<file path="src/rtl/mine_map_pkg.sv">
// mine_map_pkg: shared types and constants for the dot-matrix frame writer.
//   state_t    : writer FSM states
//   op_t       : cell-write operation codes carried with each key request
//   popcount16 : lit-pixel count of one frame row
package mine_map_pkg;

   localparam int FRAME_ROWS = 8;
   localparam int FRAME_COLS = 16;
   localparam int AREA_DIM   = 4;
   localparam int SCAN_SLOTS = 9;

   typedef enum logic [1:0] {
      IDLE  = 2'd0,
      WRITE = 2'd1,
      ACK   = 2'd2,
      CLEAR = 2'd3
   } state_t;

   typedef enum logic [1:0] {
      OP_SET = 2'b00,
      OP_CLR = 2'b01,
      OP_TGL = 2'b10,
      OP_NOP = 2'b11
   } op_t;

   function automatic logic [4:0] popcount16(input logic [15:0] v);
      logic [4:0] n;
      n = '0;
      for (int i = 0; i < 16; i++) begin
         n = n + {4'b0, v[i]};
      end
      return n;
   endfunction

endpackage

</file>
<file path="src/rtl/mine_map_writer_if.sv">
// mine_map_writer_if: 4-phase cell-write handshake from the keypad path.
//   key_req   : request, held until key_ack rises, then dropped
//   key_index : cell within the 4x4 area
//   area      : area 0..7 (2 area-rows x 4 area-cols)
//   op        : set / clear / toggle / no-op
//   key_ack   : acknowledge, follows key_req after the write completes
// master = keypad side, slave = frame writer.
interface mine_map_writer_if;
   logic       key_req;
   logic [3:0] key_index;
   logic [2:0] area;
   logic [1:0] op;
   logic       key_ack;

   modport master (output key_req, output key_index, output area, output op, input key_ack);
   modport slave  (input key_req, input key_index, input area, input op, output key_ack);
endinterface

</file>
<file path="src/rtl/mine_map_writer_dot_row_scan.sv">
// dot_row_scan: read side of the frame. Walks 9 slots (8 rows + 1 blank)
// and drives the matrix pins from registers.
//   div_clk_10k : block clock
//   reset       : asynchronous, active-low
//   frame       : 8 rows x 16 columns of pixel state
//   dotR        : active-low row select (slot k drives bit 7-k low)
//   dotC        : column data of the selected row, 0 in the blank slot
module dot_row_scan
   import mine_map_pkg::*;
(
   input  logic                                  div_clk_10k,
   input  logic                                  reset,
   input  logic [FRAME_ROWS-1:0][FRAME_COLS-1:0] frame,
   output logic [7:0]                            dotR,
   output logic [15:0]                           dotC
);

   logic [3:0] slot;

   // Pins are registered so that reset forces them blank and slot 0
   // appears on the first edge after release.
   always_ff @(posedge div_clk_10k or negedge reset) begin
      if (!reset) begin
         slot <= '0;
         dotR <= 8'hFF;
         dotC <= '0;
      end else if (slot == 4'(SCAN_SLOTS - 1)) begin
         slot <= '0;
         dotR <= 8'hFF;
         dotC <= '0;
      end else begin
         slot <= slot + 4'd1;
         dotR <= ~(8'h80 >> slot[2:0]);
         dotC <= frame[slot[2:0]];
      end
   end

endmodule

</file>
<file path="src/rtl/mine_map_writer.sv">
// mine_map_writer: write side of the 8x16 LED dot matrix.
//   div_clk_10k : block clock (10 kHz)
//   reset       : asynchronous, active-low
//   key_bus     : cell-write handshake (slave side)
//   clear_all   : asynchronous level; each rising edge wipes the frame
//   busy        : high in WRITE, ACK and CLEAR
//   set_count   : number of lit pixels, 0..128
//   dotR, dotC  : matrix row select (active-low) and column data
//
// state | meaning
// IDLE  | waiting for a clear (has priority) or a synchronized key request
// WRITE | one-cycle read-modify-write of the target pixel
// ACK   | key_ack high until the synchronized request drops
// CLEAR | zero one row per cycle, rows 0..7
module mine_map_writer
   import mine_map_pkg::*;
(
   input  logic                     div_clk_10k,
   input  logic                     reset,
   mine_map_writer_if.slave         key_bus,
   input  logic                     clear_all,
   output logic                     busy,
   output logic [7:0]               set_count,
   output logic [7:0]               dotR,
   output logic [15:0]              dotC
);

   logic [FRAME_ROWS-1:0][FRAME_COLS-1:0] frame;

   state_t     state;
   logic       req_m, req_s;
   logic       clr_m, clr_s, clr_s_d;
   logic       clr_rise;
   logic       clr_pend;
   logic [2:0] clr_row;
   logic       key_ack_r;

   logic [2:0] tgt_row;
   logic [3:0] tgt_col;
   logic       old_bit;
   logic       new_bit;
   logic [7:0] cnt_next;

   assign key_bus.key_ack = key_ack_r;

   always_ff @(posedge div_clk_10k or negedge reset) begin
      if (!reset) begin
         req_m   <= 1'b0;
         req_s   <= 1'b0;
         clr_m   <= 1'b0;
         clr_s   <= 1'b0;
         clr_s_d <= 1'b0;
      end else begin
         req_m   <= key_bus.key_req;
         req_s   <= req_m;
         clr_m   <= clear_all;
         clr_s   <= clr_m;
         clr_s_d <= clr_s;
      end
   end

   assign clr_rise = clr_s & ~clr_s_d;

   // row = 4*area_row + cell_row, col = 4*area_col + cell_col
   assign tgt_row = {key_bus.area[2], key_bus.key_index[3:2]};
   assign tgt_col = {key_bus.area[1:0], key_bus.key_index[1:0]};
   assign old_bit = frame[tgt_row][tgt_col];

   always_comb begin
      new_bit  = old_bit;
      cnt_next = set_count;
      case (op_t'(key_bus.op))
         OP_SET: begin
            new_bit  = 1'b1;
            cnt_next = old_bit ? set_count : set_count + 8'd1;
         end
         OP_CLR: begin
            new_bit  = 1'b0;
            cnt_next = old_bit ? set_count - 8'd1 : set_count;
         end
         OP_TGL: begin
            new_bit  = ~old_bit;
            cnt_next = old_bit ? set_count - 8'd1 : set_count + 8'd1;
         end
         default: begin
            new_bit  = old_bit;
            cnt_next = set_count;
         end
      endcase
   end

   always_ff @(posedge div_clk_10k or negedge reset) begin
      if (!reset) begin
         state     <= IDLE;
         frame     <= '0;
         set_count <= '0;
         clr_pend  <= 1'b0;
         clr_row   <= '0;
         busy      <= 1'b0;
         key_ack_r <= 1'b0;
      end else begin
         case (state)
            IDLE: begin
               if (clr_pend || clr_rise) begin
                  state    <= CLEAR;
                  clr_pend <= 1'b0;
                  clr_row  <= '0;
                  busy     <= 1'b1;
               end else if (req_s) begin
                  state <= WRITE;
                  busy  <= 1'b1;
               end
            end
            WRITE: begin
               frame[tgt_row][tgt_col] <= new_bit;
               set_count               <= cnt_next;
               state                   <= ACK;
               key_ack_r               <= 1'b1;
               if (clr_rise) clr_pend <= 1'b1;
            end
            ACK: begin
               if (!req_s) begin
                  state     <= IDLE;
                  key_ack_r <= 1'b0;
                  busy      <= 1'b0;
               end
               if (clr_rise) clr_pend <= 1'b1;
            end
            CLEAR: begin
               frame[clr_row] <= '0;
               // Subtract the row being wiped so the count tracks the frame
               // during the clear; it lands on 0 with the last row.
               if (clr_row == 3'(FRAME_ROWS - 1)) begin
                  set_count <= '0;
                  state     <= IDLE;
                  busy      <= 1'b0;
               end else begin
                  set_count <= set_count - {3'b0, popcount16(frame[clr_row])};
                  clr_row   <= clr_row + 3'd1;
               end
               if (clr_rise) clr_pend <= 1'b1;
            end
            default: begin
               state <= IDLE;
               busy  <= 1'b0;
            end
         endcase
      end
   end

   dot_row_scan u_scan (
      .div_clk_10k (div_clk_10k),
      .reset       (reset),
      .frame       (frame),
      .dotR        (dotR),
      .dotC        (dotC)
   );

endmodule

</file>
<file path="src/flat_wrapper.sv">
// flat-port wrapper written by rule: the top's interface ports become plain ports
module mine_map_writer_flat import mine_map_pkg::*;
  (div_clk_10k, reset, clear_all, busy, set_count, dotR, dotC, key_bus_key_req, key_bus_key_index, key_bus_area, key_bus_op, key_bus_key_ack);
  mine_map_writer_if key_bus_i ();
  input  logic div_clk_10k;
  input  logic reset;
  input  logic clear_all;
  output logic busy;
  output logic [7:0] set_count;
  output logic [7:0] dotR;
  output logic [15:0] dotC;
  input wire logic [$bits(key_bus_i.key_req)-1:0] key_bus_key_req;
  input wire logic [$bits(key_bus_i.key_index)-1:0] key_bus_key_index;
  input wire logic [$bits(key_bus_i.area)-1:0] key_bus_area;
  input wire logic [$bits(key_bus_i.op)-1:0] key_bus_op;
  output wire logic [$bits(key_bus_i.key_ack)-1:0] key_bus_key_ack;
  assign key_bus_i.key_req = key_bus_key_req;
  assign key_bus_i.key_index = key_bus_key_index;
  assign key_bus_i.area = key_bus_area;
  assign key_bus_i.op = key_bus_op;
  assign key_bus_key_ack = key_bus_i.key_ack;
  mine_map_writer u_core (.div_clk_10k(div_clk_10k), .reset(reset), .key_bus(key_bus_i), .clear_all(clear_all), .busy(busy), .set_count(set_count), .dotR(dotR), .dotC(dotC));
endmodule
</file>
<file path="config.mk">
export PLATFORM = sky130hd
export DESIGN_NAME = mine_map_writer_flat
export DESIGN_NICKNAME = d
export VERILOG_FILES = /design/src/rtl/mine_map_pkg.sv /design/src/rtl/mine_map_writer_if.sv /design/src/rtl/mine_map_writer_dot_row_scan.sv /design/src/rtl/mine_map_writer.sv /design/src/flat_wrapper.sv
export SDC_FILE = /design/constraint.sdc
export NUM_CORES = 1
export LEC_CHECK = 0
export BUFFER_PORTS_ARGS = -buffer_cell sky130_fd_sc_hd__clkbuf_2
export CAP_MARGIN = 10
export CORE_MARGIN = 2
export CORE_UTILIZATION = 45
export DETAILED_ROUTE_END_ITERATION = 7
export SYNTH_ARGS = -nofsm -noshare
export SYNTH_HDL_FRONTEND = slang
export SYNTH_SLANG_ARGS = --single-unit
</file>
<file path="constraint.sdc">
create_clock -name div_clk_10k -period 11.04 [get_ports div_clk_10k]
set_input_delay 1.656 -clock div_clk_10k [delete_from_list [all_inputs] [get_ports div_clk_10k]]
set_output_delay 1.656 -clock div_clk_10k [all_outputs]
set_load 0.01 [all_outputs]
</file>
Word level (Yosys, flattened, before mapping)
Index checks and enable logic that the tools add are counted.

storage, ports and cells
  flip-flop bits (word level) = 177
  bits in latches = 0
  memory bits (writable) = 0
  memory bits (read-only) = 0
  input bits = 13
  output and inout port bits = 34
  word-level logic and storage cells = 132
  memories kept = 0

operators by class
  add/sub/neg operators = 20
  $mul = 0
  divide/modulo/power cells = 0
  order comparisons = 7
  equality and inequality tests = 16
  shift operators = 1
  multiplexer cells = 43
  bitwise logic cells = 6
  reduce and logical (&&, ||, !) cells = 17

operator list
  operator               number
  $pmux W128 S2          1
  $bmux W16 S3           3
  $and A128 B128 Y128    1
  $bwmux W128            1
  $not A128 Y128         1
  $demux W16 S3          2
  $mux W16               6
  $add A5 B1 Y5          14
  $mux W8                5
  $pmux W8 S3            1
  $pmux W8 S2            1
  $lt A3 B4 Y1 const B   3
  $add A8 B1 Y8 const B  1
  $mux W1                8
  $mux W2                4
  $not A8 Y8             1
  $pmux W2 S4            1
  $reduce_and A4 Y1      2
  $shr A8 B3 Y8 const A  1
  $sub A8 B1 Y8 const B  1
  $sub A8 B5 Y8          1
  $eq A2 B2 Y1 const B   3
  $ge A3 B1 Y1 const B   2
  $mux W3                2
  30 further kinds       44

Depth between registers and ports, before layout
  depth after elaboration = 20
  gate-level depth with buffers = 24
  depth with buffers taken out = 22

Modules after synthesis
From an unflattened synthesis, not the netlist that was laid out.

second synthesis, totals
  cell total of the unflattened synthesis = 1504
  area total of the unflattened synthesis = 12761.0 µm²

by module, submodules not included
  module           times used  cells an instance  area each (µm²)  seq. area each (µm²)
  mine_map_writer  1           1319               10640.2          3728.6
  dot_row_scan     1           185                2120.8           710.7

Worst setup path before layout
Ideal clock, no wire load.

  path kind = reg-to-reg
  from = register u_core.clr_row[0]
  to = register u_core.set_count[7]
  library setup time = 127 ps
  data arrival time = 6123 ps
  required time = 10913 ps
  slack = 4791 ps
  cell stages (with the launch flop) = 24
  buffers on the path = 1
  period minus slack after synthesis = 6249 ps
  cell sequence = dfrtp_1 > clkbuf_1 > nor3b_1 > a22o_1 > a221oi_1 > and3_1 > fa_1 > inv_1 > fa_1 > fa_1 > inv_1 > fa_1 > fa_1 > fa_1 > ha_1 > nor2b_1 > o21ai_0 > nand2b_1 > a21o_1 > a21o_1 > nor3_1 > o21ai_0 > nor3_1 > a2bb2oi_1

on the way
  cells in the longest elaborated chain, start to end = 20

ends and longest elaborated chain
  item                            line                    source
  start: declaration              mine_map_writer.sv:35   logic [2:0] clr_row;
  start signal: assignment        mine_map_writer.sv:139  clr_row <= clr_row + 3'd1;
  $bmux W16 S3                    mine_map_writer.sv:138  set_count <= set_count - {3'b0, popcount16(frame[clr_row])};
  $mux W16 (implied by the code)  mine_map_writer.sv:138
  $add A1 B1 Y2                   mine_map_pkg.sv:30      n = n + {4'b0, v[i]};
  $add A5 B1 Y5 (14 in a row)     mine_map_pkg.sv:30
  $sub A8 B5 Y8                   mine_map_writer.sv:138
  $mux W8 *                       mine_map_writer.sv:133  if (clr_row == 3'(FRAME_ROWS - 1)) begin
  $pmux W8 S2 *                   mine_map_writer.sv:102  case (state)
  end signal: assignment          mine_map_writer.sv:116  set_count <= cnt_next;
  end signal: assignment          mine_map_writer.sv:138
  end: declaration                mine_map_writer.sv:23   output logic [7:0] set_count,

Every way passes the cells marked *; elsewhere a longest branch is shown, timed or not. The select of a mux whose other input is x is not followed.
A chain may end at the register's enable or synchronous reset.

Final worst setup path
  from = register u_core.clr_row[1]
  to = register u_core.set_count[7]

The elaborated chain is that of the path after synthesis.

==> summary.md <==
| Metric | Value |
|---|---|
| Primary FF master, synth | dfrtp_1 |
| CTS hold repair buffers | 0 |
| Endpoints failing setup | 0 |
| Worst path most repeated cell | fa_1 |
| # nets final | 1185 |
| Pre-CTS setup slack | 4.48 ns |
| Root buffer cell | clkbuf_16 |
| Least-Margin Pin Slew | 1.23 ns |
| Die area | 27400 sq um |
| Max Freq | 150 MHz |
| Initial core utilization | 0.454 |
| DR iter-0 viols | 1652 |
| Core box area | 25800 sq um |
| Die Height | around 170 microns |
| P_leak | 4.98 nW |
| Initial antenna violation count | 1 |
| CTS tree | done |
| Synthesis warning total | 0 |
| Largest fanout on the critical path | 17 |
| FF+latch count, synth | 177 |
| Worst stage delay on the critical path | 0.73 ns |
| Post-synthesis simple-gate area fraction | 0.104 |
| Minimum clock period | 6.64 ns |
| CP Cell Sequence | nand2_1 -> nor2_1 -> a221oi_1 -> and3_1 -> fa_1 -> inv_1 -> fa_1 -> fa_1 -> inv_1 -> fa_1 -> fa_1 -> fa_1 -> ha_1 -> nor2b_1 -> o21ai_0 -> nand2b_1 -> a21o_1 -> a21o_1 -> nor3_1 -> o21ai_0 -> nor3_1 -> a2bb2oi_1 |
| CP Launch Type | flip-flop |
| RSZ-0062 raised after global routing | false |
| Main combinational cell family by area after synthesis | compound AO/OA/AOI/OAI gates |
| Std cell rows | 59 |
| Post-synthesis compound-gate area fraction | 0.290 |
| Number of synthesized flops with an enable pin | 0 |
| Setup TNS | 0 ns |
| GR met2 Demand/Resource | 0.452 |
| Worst skew pair latency | 0.46 ns |
| Mean Syn Cell Area | around 10 sq um |
| HPWL after DPL | roughly 25000 microns |
| Post-CTS Setup Bufs | 0 |
| Adder-Cell Fraction of Synth Area | 0.0508 |
| GRT Total Usage | 0.293 |
| Synth async-reset ratio | 1.00 |
| Req. time, crit path | 11.36 ns |
| First-pass iteration count of the detailed router | 6 |
| Clk slew on worst S/H paths | 0.09 ns |
| Inserted Clock Buffers | 17 |
| Vias in the first global route | 9482 |
| Crit Path Class | reg -> reg |
| Worst IR drop on VDD | a little over 0.1 mV |
| Final hold vios | 0 |
| Via Count | 10400 |
| Pwr per Cell Area | approximately 180 nW/um^2 |
| IO buf count | 46 |
| Remaining global-route overflow | 0 |
| Util after Layout | 0.489 |
| DIE WIDTH | 165 microns |
| Final Wtd Congestion | 0.954 |
| Via-per-instance ratio | about 7 |
| Crit path capture type | flip-flop |
| Min-delay worst type | reg -> reg |
| Detailed-route wire length | between 30000 and 40000 microns |
| Synth Cell Area | 11700 sq um |
| Clock skew | 0.0247 ns |
| Syn-to-layout area delta | 7.69% |
| Overall power | 2.26 mW |
| Slew HR | 0.176 |
| Post-CTS Resized | 0 |
| Period utilization | 0.602 |
| Grt peak-use layer | met2 |
| Cell count after synthesis | 1166 |
| Wire per inst | 26.4 microns |
| Maxcap violations | 0 |
| Final worst slack | 4.40 ns |
| Synth Area in XOR/XNOR | 0.00523 |
| WP buf/inv | 2 |
| Met3 usage | 0.0589 |
| Post-route ant nets | 0 |
| Outcome | complete, no violations |
| Final Slew Violations | 0 |
| Clk buf depth | 2 |
| Mux share of post-synthesis cell area | 0.119 |
| Met1 Use GR | 0.420 |
| Clk sinks | 177 |
| Final hold slack | 0.344 ns |
| Global-route wire length before repair | 59700 microns |
| I/O Pins | 47 |
| Pin count of the biggest net entering global routing | 77 |
| CP delay by family, top | adder cells |
| CP max-delay cell | nor2_1 |
| Mapped Nets | 1220 |
| Post-synthesis sequential area ratio | 0.378 |
| Arrival @ worst endpoint | 6.96 ns |
| Share of cells above drive strength 1 | 0.152 |
| Number of diodes | 0 |
| Distinct cell type count after synthesis | 72 |
| H-tree level count | 4 |
| Post-route DRC | 0 |
-- where the power goes --
group	total (mW)	switching (mW)	leakage [nW]	internal, mW
Clock	0.620	0.314	0.289	0.306
Sequential	0.839	0.114	2.39	0.725
Combinational	0.801	0.478	2.30	0.323
-- cell usage in the layout, fill, tap and decap left out, types with 7 or more instances in the layout --
cell	Yosys	routed
mux2i_1	24	24
a221oi_1	10	10
nand2b_1	12	12
dfrtp_1	169	168
o22ai_1	38	38
nand2_1	96	95
o31ai_1	129	129
a21oi_1	28	28
o211ai_1	138	138
fa_1	11	11
nor2_1	33	33
clkbuf_16	0	17
nor3_1	14	14
a22o_1	15	15
dfstp_2	8	8
nor2b_1	7	7
o21ai_0	28	28
ha_1	30	30
mux4_2	45	45
inv_1	29	29
buf_4	4	20
and3_1	12	12
nand3_1	24	24
a22oi_1	25	25
mux2_2	10	10
clkbuf_2	0	45
-- state kept, by name, summed over array words and instances (netlist names) --
name	cells
u_core.u_scan.dotR	8
u_core.clr_pend	1
u_core.clr_row	3
u_core.frame	128
u_core.clr_m	1
u_core.req_s	1
u_core.state	2
u_core.u_scan.slot	4
u_core.busy	1
u_core.set_count	8
u_core.clr_s	1
u_core.clr_s_d	1
u_core.key_bus.key_ack	1
u_core.req_m	1
u_core.u_scan.dotC	16
-- final timing paths --
kind	startpoint	end	slack [ns]	cells past startpoint
max in group asynchronous	reset	u_core.u_scan.slot[0]$_DFF_PN0_	8.45	2
worst max-delay path	u_core.clr_row[1]$_DFFE_PN0P_	u_core.set_count[7]$_DFFE_PN0P_	4.40	22
min in group asynchronous	reset	u_core.set_count[4]$_DFFE_PN0P_	1.17	1
worst max register to register	u_core.clr_row[1]$_DFFE_PN0P_	u_core.set_count[7]$_DFFE_PN0P_	4.40	22
worst min-delay path	u_core.clr_m$_DFF_PN0_	u_core.clr_s$_DFF_PN0_	0.34	0
worst min register to register	u_core.clr_m$_DFF_PN0_	u_core.clr_s$_DFF_PN0_	0.34	0
-- stage by stage --
stage	std cells	cell area [sq um]
floorplan	1166	11700
global placement	1447	12000
detailed placement	1447	12000
CTS	1479	12600
global route	1479	12600
finish	1479	12600
-- cells in the mapped netlist, drive strengths merged (8+ instances only) --
cell type	n	area, sq um
mux4	45	1010
o31ai	129	968
nand2	96	360
o22ai	38	238
o21ai	30	154
buf	32	178
o211ai	138	1040
a22o	15	131
a21oi	28	140
a221oi	11	103
clkbuf	88	334
fa	11	220
mux2	12	139
ha	30	375
nand2b	12	75.1
nand3	24	120
nor3	14	70.1
mux2i	24	240
and3	12	75.1
a22oi	25	188
dfstp	8	210
nor2	33	124
inv	29	109
dfrtp	169	4230
-- routing by layer --
layer / part of all wire / wire length (microns) / up-vias
met3: 0.098 / 3830 / 101
met5: 0 / 0 / -
met2: 0.46 / 17800 / 587
li1: - / - / 4538
met4: 0.028 / 1090 / 0
met1: 0.42 / 16300 / 5176
-- final cells by class --
| type | count | area, sq um |
|---|---|---|
| multi-input combinational | 839 | 6680 |
| inverter | 30 | 113 |
| sequential | 177 | 4440 |
| clock buffer | 18 | 429 |
| clock inverter | 14 | 168 |
| timing repair buffer | 66 | 387 |
| fill | 2409 | 13200 |
| tap | 335 | 419 |
-- logic make-up (layout without fill, tap and decap cells) --
kind of cell    Yosys count  after routing
compound gates          463            463
xor+xnor                  7              7
fa+ha+maj                41             41
buf+inv                 150            128
flops                   177            177
mux                      81             81
simple gates            247            247
Power figures use the tool's default switching activity.
